File: src/rtl/iact_glb_sender.sv
// iact GLB sender: streams one iact CSC segment (address + data vectors) from the GLB SRAM
// pair into the router GLB source port over two independent valid/ready channels.

module iact_glb_sender_chan #(
  parameter int W  = 7,
  parameter int AW = 5
) (
  input  logic          clk,
  input  logic          rst,
  input  logic          load,
  input  logic          active,
  input  logic [AW-1:0] base,
  input  logic [AW:0]   len,
  input  logic [W-1:0]  rd_data,
  input  logic          out_ready,
  output logic          rd_en,
  output logic [AW-1:0] rd_addr,
  output logic          out_valid,
  output logic [W-1:0]  out_data,
  output logic          complete
);

  logic [AW-1:0] base_r;
  logic [AW:0]   len_r;
  logic [AW:0]   issued_r;
  logic [AW:0]   sent_r;
  logic          inflight_r;
  logic [1:0]    cnt_r;
  logic [W-1:0]  head_r;
  logic [W-1:0]  tail_r;
  logic          pop_s;
  logic [2:0]    occ_s;
  logic [AW+1:0] sent_next_s;

  // An in-flight read already owns a buffer slot, so it counts toward occupancy.
  assign pop_s       = (cnt_r != 2'd0) && out_ready;
  assign occ_s       = {1'b0, cnt_r} + {2'b00, inflight_r} - {2'b00, pop_s};
  assign rd_en       = active && (issued_r < len_r) && (occ_s < 3'd2);
  assign rd_addr     = base_r + issued_r[AW-1:0];
  assign out_valid   = (cnt_r != 2'd0);
  assign out_data    = head_r;
  assign sent_next_s = {1'b0, sent_r} + {{(AW+1){1'b0}}, pop_s};
  assign complete    = (sent_next_s == {1'b0, len_r});

  // Segment latch, issue/sent counters and the 2-entry head/tail output buffer.
  always_ff @(posedge clk or posedge rst) begin
    if (rst) begin
      base_r     <= '0;
      len_r      <= '0;
      issued_r   <= '0;
      sent_r     <= '0;
      inflight_r <= 1'b0;
      cnt_r      <= 2'd0;
      head_r     <= '0;
      tail_r     <= '0;
    end else if (load) begin
      base_r     <= base;
      len_r      <= len;
      issued_r   <= '0;
      sent_r     <= '0;
      inflight_r <= 1'b0;
      cnt_r      <= 2'd0;
    end else begin
      inflight_r <= rd_en;
      if (rd_en) begin
        issued_r <= issued_r + {{AW{1'b0}}, 1'b1};
      end
      if (pop_s) begin
        sent_r <= sent_r + {{AW{1'b0}}, 1'b1};
      end
      // head_r is always the oldest entry and drives the output directly.
      case ({inflight_r, pop_s})
        2'b10: begin
          case (cnt_r)
            2'd0:    head_r <= rd_data;
            2'd1:    tail_r <= rd_data;
            default: tail_r <= tail_r;
          endcase
          cnt_r <= cnt_r + 2'd1;
        end
        2'b01: begin
          if (cnt_r == 2'd2) begin
            head_r <= tail_r;
          end
          cnt_r <= cnt_r - 2'd1;
        end
        2'b11: begin
          if (cnt_r == 2'd2) begin
            head_r <= tail_r;
            tail_r <= rd_data;
          end else begin
            head_r <= rd_data;
          end
        end
        default: cnt_r <= cnt_r;
      endcase
    end
  end

endmodule

module iact_glb_sender #(
  parameter int ADDR_W       = 7,
  parameter int DATA_W       = 12,
  parameter int ADDR_SRAM_AW = 5,
  parameter int DATA_SRAM_AW = 6
) (
  input  logic                    clk,
  input  logic                    reset,
  input  logic                    start,
  input  logic [ADDR_SRAM_AW-1:0] addr_base,
  input  logic [ADDR_SRAM_AW:0]   addr_len,
  input  logic [DATA_SRAM_AW-1:0] data_base,
  input  logic [DATA_SRAM_AW:0]   data_len,
  output logic                    busy,
  output logic                    done,
  output logic                    addr_sram_rd_en,
  output logic [ADDR_SRAM_AW-1:0] addr_sram_rd_addr,
  input  logic [ADDR_W-1:0]       addr_sram_rd_data,
  output logic                    data_sram_rd_en,
  output logic [DATA_SRAM_AW-1:0] data_sram_rd_addr,
  input  logic [DATA_W-1:0]       data_sram_rd_data,
  output logic                    iact_address_out_valid,
  input  logic                    iact_address_out_ready,
  output logic [ADDR_W-1:0]       iact_address_out,
  output logic                    iact_data_out_valid,
  input  logic                    iact_data_out_ready,
  output logic [DATA_W-1:0]       iact_data_out
);

  typedef enum logic [1:0] {
    IDLE   = 2'd0,
    STREAM = 2'd1,
    DONE   = 2'd2
  } state_t;

  state_t state_r;
  logic   busy_r;
  logic   done_r;
  logic   load_s;
  logic   active_s;
  logic   addr_complete_s;
  logic   data_complete_s;

  assign load_s   = (state_r == IDLE) && start;
  assign active_s = (state_r == STREAM);
  assign busy     = busy_r;
  assign done     = done_r;

  iact_glb_sender_chan #(.W(ADDR_W), .AW(ADDR_SRAM_AW)) u_addr_chan (
    .clk       (clk),
    .rst       (reset),
    .load      (load_s),
    .active    (active_s),
    .base      (addr_base),
    .len       (addr_len),
    .rd_data   (addr_sram_rd_data),
    .out_ready (iact_address_out_ready),
    .rd_en     (addr_sram_rd_en),
    .rd_addr   (addr_sram_rd_addr),
    .out_valid (iact_address_out_valid),
    .out_data  (iact_address_out),
    .complete  (addr_complete_s)
  );

  iact_glb_sender_chan #(.W(DATA_W), .AW(DATA_SRAM_AW)) u_data_chan (
    .clk       (clk),
    .rst       (reset),
    .load      (load_s),
    .active    (active_s),
    .base      (data_base),
    .len       (data_len),
    .rd_data   (data_sram_rd_data),
    .out_ready (iact_data_out_ready),
    .rd_en     (data_sram_rd_en),
    .rd_addr   (data_sram_rd_addr),
    .out_valid (iact_data_out_valid),
    .out_data  (iact_data_out),
    .complete  (data_complete_s)
  );

  // Segment sequencing with registered busy/done.
  always_ff @(posedge clk or posedge reset) begin
    if (reset) begin
      state_r <= IDLE;
      busy_r  <= 1'b0;
      done_r  <= 1'b0;
    end else begin
      case (state_r)
        IDLE: begin
          done_r <= 1'b0;
          if (start) begin
            state_r <= STREAM;
            busy_r  <= 1'b1;
          end
        end
        STREAM: begin
          if (addr_complete_s && data_complete_s) begin
            state_r <= DONE;
            done_r  <= 1'b1;
          end
        end
        DONE: begin
          state_r <= IDLE;
          busy_r  <= 1'b0;
          done_r  <= 1'b0;
        end
        default: begin
          state_r <= IDLE;
          busy_r  <= 1'b0;
          done_r  <= 1'b0;
        end
      endcase
    end
  end

endmodule
File: config.mk
export PLATFORM = sky130hd
export DESIGN_NAME = iact_glb_sender
export DESIGN_NICKNAME = d
export VERILOG_FILES = /design/src/rtl/iact_glb_sender.sv
export SDC_FILE = /design/constraint.sdc
export NUM_CORES = 1
export LEC_CHECK = 0
export CAP_MARGIN = 0
export CELL_PAD_IN_SITES_DETAIL_PLACEMENT = 0
export CELL_PAD_IN_SITES_GLOBAL_PLACEMENT = 2
export CORE_ASPECT_RATIO = 0.75
export CORE_MARGIN = 1.5
export CORE_UTILIZATION = 38
export CTS_BUF_LIST = sky130_fd_sc_hd__clkbuf_4
export CTS_CLUSTER_SIZE = 12
export DETAILED_ROUTE_END_ITERATION = 10
export PLACE_DENSITY = 0.95
export SLEW_MARGIN = 10
export SYNTH_ARGS = -nofsm -noshare
export SYNTH_HDL_FRONTEND = slang
export SYNTH_SLANG_ARGS = --single-unit
File: constraint.sdc
create_clock -name clk -period 6.56 [get_ports clk]
set_input_delay 0.984 -clock clk [delete_from_list [all_inputs] [get_ports clk]]
set_output_delay 0.984 -clock clk [all_outputs]
set_load 0.05 [all_outputs]
### Word level (Yosys, flattened, before mapping)

Index checks and enable logic that the tools add are counted.
W data, S select, Z words.

| storage, ports and cells | value |
|---|---|
| register bits after elaboration | 98 |
| output and inout port bits | 36 |

| cells by class | value |
|---|---|
| add/subtract/negate cells | 16 |
| magnitude comparators | 4 |
| equality and inequality tests | 23 |
| mux-type cells | 35 |
| bitwise logic cells | 2 |
| reductions and logical operators | 29 |

Operators with widths:

| cell | count |
|---|---|
| $mux W7 | 9 |
| $mux W12 | 5 |
| $pmux W12 S3 | 1 |
| $mux W6 | 4 |
| $pmux W12 S2 | 1 |
| $pmux W7 S3 | 1 |
| $reduce_and A4 Y1 | 4 |
| $reduce_bool A2 Y1 | 8 |
| $add A7 B1 Y7 const B | 2 |
| $pmux W7 S2 | 1 |
| $add A6 B1 Y6 const B | 2 |
| $eq A2 B2 Y1 const B | 6 |
| $ne A2 B1 Y1 const B | 6 |
| $pmux W2 S2 | 3 |
| $reduce_bool A3 Y1 | 4 |
| $eq A2 B1 Y1 const B | 5 |
| $add A7 B1 Y8 | 1 |
| $eq A8 B7 Y1 | 1 |
| $logic_and A1 B1 Y1 | 8 |
| $mux W2 | 4 |
| $ne A2 B2 Y1 const B | 4 |
| $add A6 B1 Y7 | 1 |
| $eq A7 B6 Y1 | 1 |
| $lt A7 B7 Y1 | 1 |
| other kinds (13) | 26 |

### Logic depth before layout (Yosys ltp)

Gate-level depths: netlist of the first run.

| depth | value |
|---|---|
| depth after elaboration | 7 |
| gate-level depth with buffers | 13 |
| mapped depth without buffers | 12 |

### By module

A second synthesis of the first run with hierarchy kept.

| unflattened totals | value |
|---|---|
| cells, all modules | 523 |
| area, all modules | 5445.2 µm² |

By module, submodules not included:

| module | times used | cells each | area each (µm²) |
|---|---|---|---|
| iact_glb_sender_chan at u_data_chan | 1 | 291 | 3005.4 |
| iact_glb_sender_chan at u_addr_chan | 1 | 217 | 2273.4 |
| iact_glb_sender | 1 | 15 | 166.4 |

### Worst setup path before layout of the first run

OpenSTA, ideal clock, no wires.

| path | value |
|---|---|
| path type | input to output |
| from | input iact_address_out_ready |
| to | output addr_sram_rd_en |
| arrival | 3.333 ns |
| slack | 2.243 ns |
| stages on the path | 9 |
| buffers on the path | 1 |
| cell sequence | nor2b_1 -> clkbuf_1 -> ha_1 -> nand2b_1 -> fa_1 -> xor2_1 -> nor4b_1 -> nand2_1 -> a21oi_2 |

| between the ends | value |
|---|---|
| word-level cells in the longest chain between the ends | 4 |

RTL lines:

| item | line | text |
|---|---|---|
| from (decl) | 124 | `input logic iact_address_out_ready,` |
| $logic_and A1 B1 Y1 | 36 | `assign pop_s = (cnt_r != 2'd0) && out_ready;` |
| $sub A3 B1 Y3 | 37 | `assign occ_s = {1'b0, cnt_r} + {2'b00, inflight_r} - {2'b00, pop_s};` |
| $lt A3 B2 Y1 | 38 | `assign rd_en = active && (issued_r < len_r) && (occ_s < 3'd2);` |
| $logic_and A1 B1 Y1 | 38 |  |
| to (decl) | 117 | `output logic addr_sram_rd_en,` |

Every way passes these cells.

### Worst setup path after layout of the first run

Ends and elaborated chain as after synthesis.

==> qor.csv, run 1 <==
metric;value;unit
fillers;1310;
final.period_utilization;80.49;%
dp.cells;783;
yosys.area_share.simple;13.39;%
synth_compound_area_share;13.37;%
netlist_area;5465;sq um
drive_above_1_share;8.668;%
grt-ovfl-total;0;
antenna_left;0;
tightest_slew;1.186;ns
hold_buffers;0;
status;finished, final reports clean;
cts.path.max_buffers;2;
clkTransAtPathRegs;0.14;ns
grt_pass1_wl;20150;microns
post-route-drc-count;0;
post_cts_buffers;0;
end_kind;output port;
tns;0;ns
slew_viol_final;0;
synthCells;540;
comb_power_share;62.1;%
root_buffer;clkbuf_4;
grtUsageTotal;16.67;%
synth_edf_count;0;
synth_cell_types;52;
layout.cells.non_filler;799;
antenna_found_initial;1;
syn_nets;636;
avgSynthCellArea;10.12;sq um
vias_per_cell;5.051;
synth_fa_ha_area_share;11.54;%
die_y;106.9;microns
hp-class;reg2reg;
p_leak;2.975;nW
slew_headroom;20.90;%
crit_type;in2out;
netlist.area_leader.share;44.87;%
synthArstFlopShare;100.0;%
critical_path_required;5.58;ns
grt_max_degree;68;
synth-xor-area-share;7.051;%
wl_per_cell;14.75;microns
yosysTopAreaCell;dfrtp_1;
setup_viol;0;
placed_cell_area;6495;sq um
cts_resized;0;
drt-initial-drc-count;207;
seqPwrFrac;30.5;%
p_clk_share;7.4;%
cap_violations;0;
rsz0062_at_grt;false;
min_period;5.280;ns
critPathArrivalTime;4.30;ns
start_util;39.35;%
numClockSinks;98;
peakVddDrop;332.9;uV
switchingPower;1.806;mW
critPathMaxFanout;10;
pin_count;84;
power.total;3.668;mW
cts.htree.levels;3;
place_congestion;0.8233;
vias;4036;
cts_tree;done;
numCtsBuffers;9;
startpoint_type;input pin;
wl;11790;microns
hold_viol;0;
finalInstanceArea;6613;sq um
synthFlopType;dfrtp_1;
clk_latency;0.44;ns
p_sw_share;49.23;%
die_area;15120;sq um
area_growth;20.99;%
dp_hpwl;8572;microns
nNetsFinal;715;
rows;37;
first_pass_iters;6;
netlist_top_cells_area;dfrtp_1, ha_1, xnor2_1;
ys_ff_latch;98;
fp.dieW;141.5;microns
internal_power;1.862;mW
synth_top_family_by_area;simple AND/OR/NAND/NOR gates;
max_freq;189.4;MHz
ys.warnings.count;0;
power.density;554.7;nW/um^2
synth_mux_area_share;5.929;%
grt_pass1_vias;4129;
core_region_area;13890;sq um
io_buffers;83;
synth.yosys.seq_area_share;44.87;%
clock-skew-final;0.01401;ns
path summary, 6_finish.rpt:
check,start,to,slack [ns],cells past startpoint
min in group asynchronous,reset,u_addr_chan.tail_r[2]$_DFFE_PP0P_,0.87,2
hold / removal,u_data_chan.base_r[3]$_DFFE_PP0P_,u_data_chan.base_r[3]$_DFFE_PP0P_,0.50,2
setup / recovery,iact_address_out_ready,addr_sram_rd_en,1.28,11
hold reg to reg,u_data_chan.base_r[3]$_DFFE_PP0P_,u_data_chan.base_r[3]$_DFFE_PP0P_,0.50,2
max in group asynchronous,reset,u_data_chan.sent_r[2]$_DFFE_PP0P_,4.50,3
setup reg to reg,u_addr_chan.cnt_r[1]$_DFFE_PP0P_,u_addr_chan.issued_r[3]$_DFFE_PP0P_,3.40,13
layout make-up:
class | count | area, sq um | share of cell area, %
Multi-Input combinational cell | 387 | 2834 | 42.86
Sequential cell | 98 | 2452 | 37.09
Timing Repair Buffer | 88 | 868.3 | 13.13
Tap cell | 175 | 219.0 | 3.311
Inverter | 35 | 133.9 | 2.025
Clock buffer | 11 | 82.58 | 1.249
Clock inverter | 4 | 20.02 | 0.3027
Antenna cell | 1 | 2.502 | 0.03784
stage by stage:
stage	hold slack (ns)	setup slack (ns)	utilization, %
after floorplan	0.4497	2.243	-
after global placement	0.4664	1.319	46.77
after detailed placement	0.4712	1.299	46.77
after CTS	0.5070	1.276	47.50
after global routing	0.5281	1.114	47.61
final	0.4983	1.280	47.61
cell families after synthesis:
kind of cell    count (synthesis)
simple gates                  159
compound gates                106
flops                          98
buf+inv                        55
fa+ha+maj                      48
xor+xnor                       44
mux                            30
Yosys cell counts, types with 4 or more instances:
library cell / count
dfrtp_1: 98
mux2i_1: 11
a22oi_1: 19
a2111oi_2: 5
nor2_1: 43
a21oi_1: 29
nor2b_1: 6
xor2_1: 12
clkbuf_1: 17
a211oi_1: 7
nand2b_1: 5
nand2_1: 66
nand3_1: 8
a21o_1: 10
fa_1: 4
xnor2_1: 32
mux2_2: 19
nand4_1: 7
inv_1: 34
ha_1: 44
o21ai_0: 19
critical path, stage by stage:
cell and delay (ns):
clkdlybuf4s50_1 0.45, nor2b_1 0.12, buf_4 0.19, ha_1 0.24, nand2b_1 0.15, fa_1 0.39
xor2_1 0.16, nor4b_1 0.30, nand2_1 0.16, a21oi_2 0.29, clkdlybuf4s50_1 0.87
flip-flops by register name, summed over array words and instances, names as in the netlist:
signal and flops:
u_data_chan.inflight_r 1, done 1, u_data_chan.cnt_r 2, busy 1
u_addr_chan.len_r 6, u_addr_chan.base_r 5, u_data_chan.base_r 6, u_addr_chan.tail_r 7
u_data_chan.tail_r 12, u_addr_chan.sent_r 6, u_data_chan.issued_r 7, u_addr_chan.inflight_r 1
u_addr_chan.issued_r 6, u_addr_chan.out_data 7, u_data_chan.sent_r 7, u_addr_chan.cnt_r 2
state_r 2, u_data_chan.out_data 12, u_data_chan.len_r 7
power groups by stage:
stage                     registers [mW]  logic (mW)  clock network (mW)
after detailed placement            1.13        2.28                   0
final                               1.12        2.28               0.272
after CTS                           1.12        2.29               0.287
after global routing                1.16        2.48               0.313
after floorplan                     1.28        1.49                   0
after global placement              1.12        2.23                   0
layer usage:
| metal | GRT usage, % | part of all wire (%) |
|---|---|---|
| met1 | 22.06 | 48 |
| met2 | 27.45 | 48 |
| met3 | 4.109 | 2.9 |
| met4 | 4.345 | 1.5 |
| met5 | 0 | 0 |
layout by cell type, fill, tap and decap left out, types with 5 or more instances in the layout:
cell	netlist	routed
a211oi_1	7	7
a21o_1	10	10
a21oi_1	29	29
a22oi_1	19	19
buf_4	0	5
clkbuf_4	0	11
clkdlybuf4s50_1	0	83
dfrtp_1	98	98
ha_1	44	44
inv_1	34	33
mux2_2	19	19
mux2i_1	11	11
nand2_1	66	66
nand2b_1	5	5
nand3_1	8	8
nand4_1	7	7
nor2_1	43	43
nor2b_1	6	6
o21ai_0	19	19
xnor2_1	32	32
xor2_1	12	12
(Power assumes the default switching activity.)
==> run 2, diff against run 1 <==
--- a/config.mk
+++ b/config.mk
@@ -10,7 +10,7 @@
 export CELL_PAD_IN_SITES_GLOBAL_PLACEMENT = 2
 export CORE_ASPECT_RATIO = 0.75
 export CORE_MARGIN = 1.5
-export CORE_UTILIZATION = 38
+export CORE_UTILIZATION = 36
 export CTS_BUF_LIST = sky130_fd_sc_hd__clkbuf_4
 export CTS_CLUSTER_SIZE = 12
 export DETAILED_ROUTE_END_ITERATION = 10
==> constraint.sdc (replaced) <==
create_clock -name clk -period 4.9 [get_ports clk]
set_input_delay 0.735 -clock clk [delete_from_list [all_inputs] [get_ports clk]]
set_output_delay 0.735 -clock clk [all_outputs]
set_load 0.05 [all_outputs]
==> qor.csv, run 2 (same netlist as run 1, synthesis figures left out) <==
metric;value;unit;change
status;finished, final reports clean;;
setup_viol;0;;unchanged
post_cts_buffers;0;;unchanged
cts.htree.levels;3;;unchanged
slew_viol_final;0;;unchanged
cts.path.max_buffers;2;;unchanged
hold_path_depth;2;;unchanged
max_freq;240.3;MHz;
root_buffer;clkbuf_4;;
drive_above_1_share;8.974;%;+0.31 points
rows;38;;+2.7%
hold_buffers;0;;unchanged
crit_type;reg2out;;
first_pass_iters;4;;-2
r2r_cells;13;;unchanged
clkTransAtPathRegs;0.14;ns;about the same
startpoint_type;flop;;
min_period;4.162;ns;
io_buffers;83;;unchanged
final_cell_mix;dfrtp_1, clkdlybuf4s50_1, nand2_1;;
power.density;752.7;nW/um^2;+36%
final.period_utilization;84.94;%;
cts_resized;0;;unchanged
tns;0;ns;unchanged
numCtsBuffers;9;;unchanged
cap_violations;0;;unchanged
grtUsageTotal;15.99;%;-0.68 points
fillers;1445;;+10%
post-route-drc-count;0;;unchanged
final_common_cell;dfrtp_1;;
start_util;37.32;%;-2.0 points
critical_path_required;4.16;ns;-1.42 ns
p_leak;2.999;nW;+0.79%
hp-class;reg2reg;;
grt_max_degree;72;;+5.9%
end_kind;output port;;
core_region_area;14640;sq um;+5.4%
power.total;5.039;mW;+37%
cts_tree;done;;
critPathArrivalTime;3.43;ns;-0.87 ns
grt_pass1_vias;4184;;+1.3%
area_growth;22.50;%;
rr_startpoint;u_addr_chan.cnt_r[1]$_DFFE_PP0P_;;
numClockSinks;98;;unchanged
wl_per_cell;14.58;microns;-1.2%
fp.dieW;145.3;microns;+2.7%
die_area;15940;sq um;+5.4%
crit_start;u_addr_chan.cnt_r[1]$_DFFE_PP0P_;;
die_y;109.7;microns;+2.7%
pin_count;84;;unchanged
rsz0062_at_grt;false;;
place_congestion;0.8021;;-2.6%
nNetsFinal;716;;+0.14%
hold_end;u_data_chan.base_r[0]$_DFFE_PP0P_;;
grt-ovfl-total;0;;unchanged
critPathMaxFanout;10;;unchanged
vias;4093;;+1.4%
grt_pass1_wl;20240;microns;+0.48%
timing.rr.end;u_addr_chan.issued_r[3]$_DFFE_PP0P_;;
tightest_slew;1.212;ns;+0.02527 ns
clk_latency;0.46;ns;+0.02 ns
min_from;u_data_chan.base_r[0]$_DFFE_PP0P_;;
drt-initial-drc-count;206;;-0.48%
antenna_left;0;;unchanged
wl;12030;microns;+2.1%
clock-skew-final;0.01678;ns;+0.002777 ns
peakVddDrop;343.6;uV;+3.2%
ff2ff_setup_slack;1.73;ns;-1.67 ns
antenna_found_initial;1;;unchanged
slew_headroom;19.22;%;-1.7 points
vias_per_cell;4.961;;-1.8%
hold_viol;0;;unchanged
dp_hpwl;8932;microns;+4.2%
==> run 2: cell count changes in the layout (fill, tap and decap cells not counted), sizes merged <==
cell	delta
buf	+3
clkinv	-1
bufinv	+1
clkdlybuf4s50	-2
==> run 2: where the power goes <==
group          switching (mW)  internal, mW  total (mW)
clock                   0.259         0.162       0.421
sequential              0.334          1.17        1.51
combinational            1.85          1.26        3.11
total                    2.45          2.59        5.04
==> run 2: worst max-delay path by stage <==
stage / cells past startpoint / to / slack (ns)
2_1_floorplan: 9 / addr_sram_rd_en / 1.08
3_3_place_gp: 11 / addr_sram_rd_en / 0.77
3_5_place_dp: 11 / addr_sram_rd_en / 0.78
4_1_cts: 12 / addr_sram_rd_en / 0.66
5_1_grt: 12 / addr_sram_rd_en / 0.46
6_report: 12 / addr_sram_rd_en / 0.74
==> run 2: stage by stage <==
stage / hold slack [ns] / setup slack, ns / area, sq um / std cells / utilization (%)
4_1_cts: 0.5024 / 0.6567 / 6680 / 824 / 45.62
5_1_grt: 0.5244 / 0.4617 / 6695 / 825 / 45.72
3_5_place_dp: 0.4674 / 0.7806 / 6554 / 809 / 44.75
3_3_place_gp: 0.4670 / 0.7718 / 6554 / 809 / 44.75
6_report: 0.4968 / 0.7378 / 6695 / 825 / 45.72
2_1_floorplan: 0.4497 / 1.081 / 5465 / 540 / -
==> run 2: final cells by class <==
cell class	count	area [sq um]	area share, %
Antenna cell	1	2.502	0.03738
Clock buffer	11	82.58	1.233
Clock inverter	4	43.79	0.6541
Inverter	35	133.9	2.000
Multi-Input combinational cell	387	2834	42.33
Sequential cell	98	2452	36.63
Tap cell	200	250.2	3.738
Timing Repair Buffer	89	895.9	13.38
==> run 2: critical path, stage by stage (launching register included) <==
cell	delay (ns)
dfrtp_1	0.46
inv_1	0.11
ha_1	0.21
nor2b_1	0.11
buf_4	0.18
ha_1	0.23
nand2b_1	0.15
fa_1	0.37
xor2_1	0.15
nor4b_1	0.30
nand2_1	0.16
a21oi_2	0.33
buf_12	0.19
==> run 2: layer usage <==
metal  vias to the layer above  wire (microns)  share of wire (%)  global-route usage, %
li1                       2015               -                  -                      -
met1                      2015            5693                 47                  20.63
met2                        57            5856                 49                  27.07
met3                         6             364                3.0                  3.900
met4                         0             112               0.93                  4.373
met5                         -               0                  0                      0
==> run 3, diff against run 2 <==
--- a/config.mk
+++ b/config.mk
@@ -10,11 +10,11 @@
 export CELL_PAD_IN_SITES_GLOBAL_PLACEMENT = 2
 export CORE_ASPECT_RATIO = 0.75
 export CORE_MARGIN = 1.5
-export CORE_UTILIZATION = 36
+export CORE_UTILIZATION = 32
 export CTS_BUF_LIST = sky130_fd_sc_hd__clkbuf_4
 export CTS_CLUSTER_SIZE = 12
 export DETAILED_ROUTE_END_ITERATION = 10
-export PLACE_DENSITY = 0.95
+export PLACE_DENSITY = 0.9
 export SLEW_MARGIN = 10
 export SYNTH_ARGS = -nofsm -noshare
 export SYNTH_HDL_FRONTEND = slang
==> constraint.sdc (replaced) <==
create_clock -name clk -period 3.4 [get_ports clk]
set_input_delay 0.51 -clock clk [delete_from_list [all_inputs] [get_ports clk]]
set_output_delay 0.51 -clock clk [all_outputs]
set_load 0.05 [all_outputs]
==> qor.csv, run 3 (same netlist as run 1, synthesis figures left out) <==
metric;value;unit;change
status;finished, final reports clean;;
numCtsBuffers;9;;unchanged
fin_ws;0.07453;ns;-0.6633 ns
start_util;32.58;%;-4.7 points
drive_above_1_share;14.09;%;+5.1 points
antenna_left;0;;unchanged
power.density;1108;nW/um^2;+47%
grtUsageTotal;14.29;%;-1.7 points
p_leak;3.124;nW;+4.2%
numClockSinks;98;;unchanged
grt-ovfl-total;0;;unchanged
critPathArrivalTime;2.82;ns;-0.61 ns
final_cell_mix;dfrtp_1, clkdlybuf4s50_1, nand2_1;;
cts.htree.levels;3;;unchanged
cap_violations;0;;unchanged
drt-initial-drc-count;167;;-19%
tightest_slew;0.7511;ns;-0.4606 ns
root_buffer;clkbuf_4;;
vias;4118;;+0.61%
crit_path_frequent_cell;ha_4;;
antenna_found_initial;1;;unchanged
cp_top_family;adder cells;;
area_growth;27.56;%;
slew_headroom;49.77;%;+31 points
post-route-drc-count;0;;unchanged
place_congestion;0.8002;;-0.24%
hold_viol;0;;unchanged
finalCoreUtilization;41.56;%;-4.2 points
clock-skew-final;0.01395;ns;-0.002828 ns
wl;12290;microns;+2.2%
groute.layer.met2.usage;23.53;%;-3.5 points
grt_pass1_vias;4208;;+0.57%
die_area;17880;sq um;+12%
dp_slack;-0.02629;ns;-0.8069 ns
grt_max_degree;56;;-22%
hp-class;reg2reg;;
core_region_area;16770;sq um;+15%
crit_slowest_cell;dfrtp_1;;
critPathMaxStageDelay;0.40;ns;-0.06 ns
clkTransAtPathRegs;0.15;ns;about the same
tns;0;ns;unchanged
startpoint_type;flop;;
use_met3;3.822;%;-0.079 points
cts.path.max_buffers;2;;unchanged
max_freq;300.7;MHz;
critPathMaxFanout;2;;-8
pin_count;84;;unchanged
crit_type;reg2out;;
dp.cells;834;;+3.1%
gr-usage-met1;18.84;%;-1.8 points
rsz0062_at_grt;true;;
nNetsFinal;737;;+2.9%
ff2ff_setup_slack;0.38;ns;-1.35 ns
fp.dieW;153.9;microns;+5.9%
layout.cells.non_filler;862;;+4.5%
setup_viol;0;;unchanged
critical_path.n_buffers_inverters;2;;-1
slew_viol_final;0;;unchanged
vias_per_cell;4.777;;-3.7%
final_common_cell;dfrtp_1;;
first_pass_iters;4;;unchanged
final.period_utilization;97.81;%;
grt_pass1_wl;20360;microns;+0.55%
min_period;3.325;ns;
wl_per_cell;14.26;microns;-2.2%
end_kind;output port;;
clk_latency;0.46;ns;about the same
cts_tree;done;;
hold_buffers;0;;unchanged
peakVddDrop;582.9;uV;+70%
die_y;116.2;microns;+5.9%
io_buffers;83;;unchanged
busiest_layer;met2;;
dp_hpwl;9006;microns;+0.83%
critical_path_required;2.89;ns;-1.27 ns
rows;41;;+7.9%
path_cells;inv_2, ha_4, nor2b_4, ha_4, nand2b_4, fa_2, xor2_1, nor4b_2, nand2_1, a21oi_4, buf_12;;
[run 3: cell count changes in the layout (fill, tap and decap cells not counted), sizes merged]
cell | before | now
buf | 8 | 29
bufinv | 1 | 2
clkbuf | 11 | 9
clkdlybuf4s50 | 81 | 78
clkinv | 3 | 4
clkinvlp | 0 | 1
dlygate4sd2 | 0 | 3
[run 3: worst paths after layout]
| check | to | startpoint | cells past startpoint |
|---|---|---|---|
| max | addr_sram_rd_en | u_addr_chan.cnt_r[0]$_DFFE_PP0P_ | 11 |
| min | u_data_chan.base_r[3]$_DFFE_PP0P_ | u_data_chan.base_r[3]$_DFFE_PP0P_ | 2 |
| max reg2reg | u_addr_chan.issued_r[4]$_DFFE_PP0P_ | u_addr_chan.cnt_r[0]$_DFFE_PP0P_ | 15 |
| min reg2reg | u_data_chan.base_r[3]$_DFFE_PP0P_ | u_data_chan.base_r[3]$_DFFE_PP0P_ | 2 |
| max in group asynchronous | u_addr_chan.tail_r[1]$_DFFE_PP0P_ | reset | 3 |
| min in group asynchronous | u_data_chan.out_data[5]$_DFFE_PP0P_ | reset | 2 |
[run 3: timing repair]
item	CTS	global route
gates cloned	0	0
setup buffers	6	5
pin swaps	4	4
endpoints found under the setup margin	5	2
gates resized for setup	14	7
[run 3: tightest hold or removal path: stages, from the launching register on]
cell     delay (ns)
dfrtp_1        0.37
nand2_1        0.05
nand2_1        0.05
[run 3: cell type report]
type / count / area, sq um
Fill cell: 1593 / 9803
Multi-Input combinational cell: 387 / 2895
Sequential cell: 98 / 2454
Timing Repair Buffer: 110 / 1066
Tap cell: 215 / 269.0
Inverter: 35 / 133.9
Clock inverter: 7 / 83.83
Clock buffer: 9 / 67.56
Antenna cell: 1 / 2.502
[run 3: stage by stage]
step / hold slack (ns) / area, sq um / power, mW
finish: 0.4954 / 6972 / 7.724
global route: 0.4910 / 6972 / 8.311
CTS: 0.4986 / 6902 / 7.683
detailed placement: 0.4697 / 6675 / 6.855
global placement: 0.4671 / 6675 / 6.737
floorplan: 0.4497 / 5480 / 5.379
[run 3: report_power, final]
group	switching [mW]	internal [mW]	total, mW
clock	0.389	0.290	0.679
sequential	0.469	1.69	2.16
combinational	2.79	2.10	4.89
[run 3: routing by layer]
layer  part of all wire (%)  vias up
met4                    1.3        0
met5                      0        -
met2                     48       60
li1                       -     2060
met1                     47     1987
met3                    3.1       11
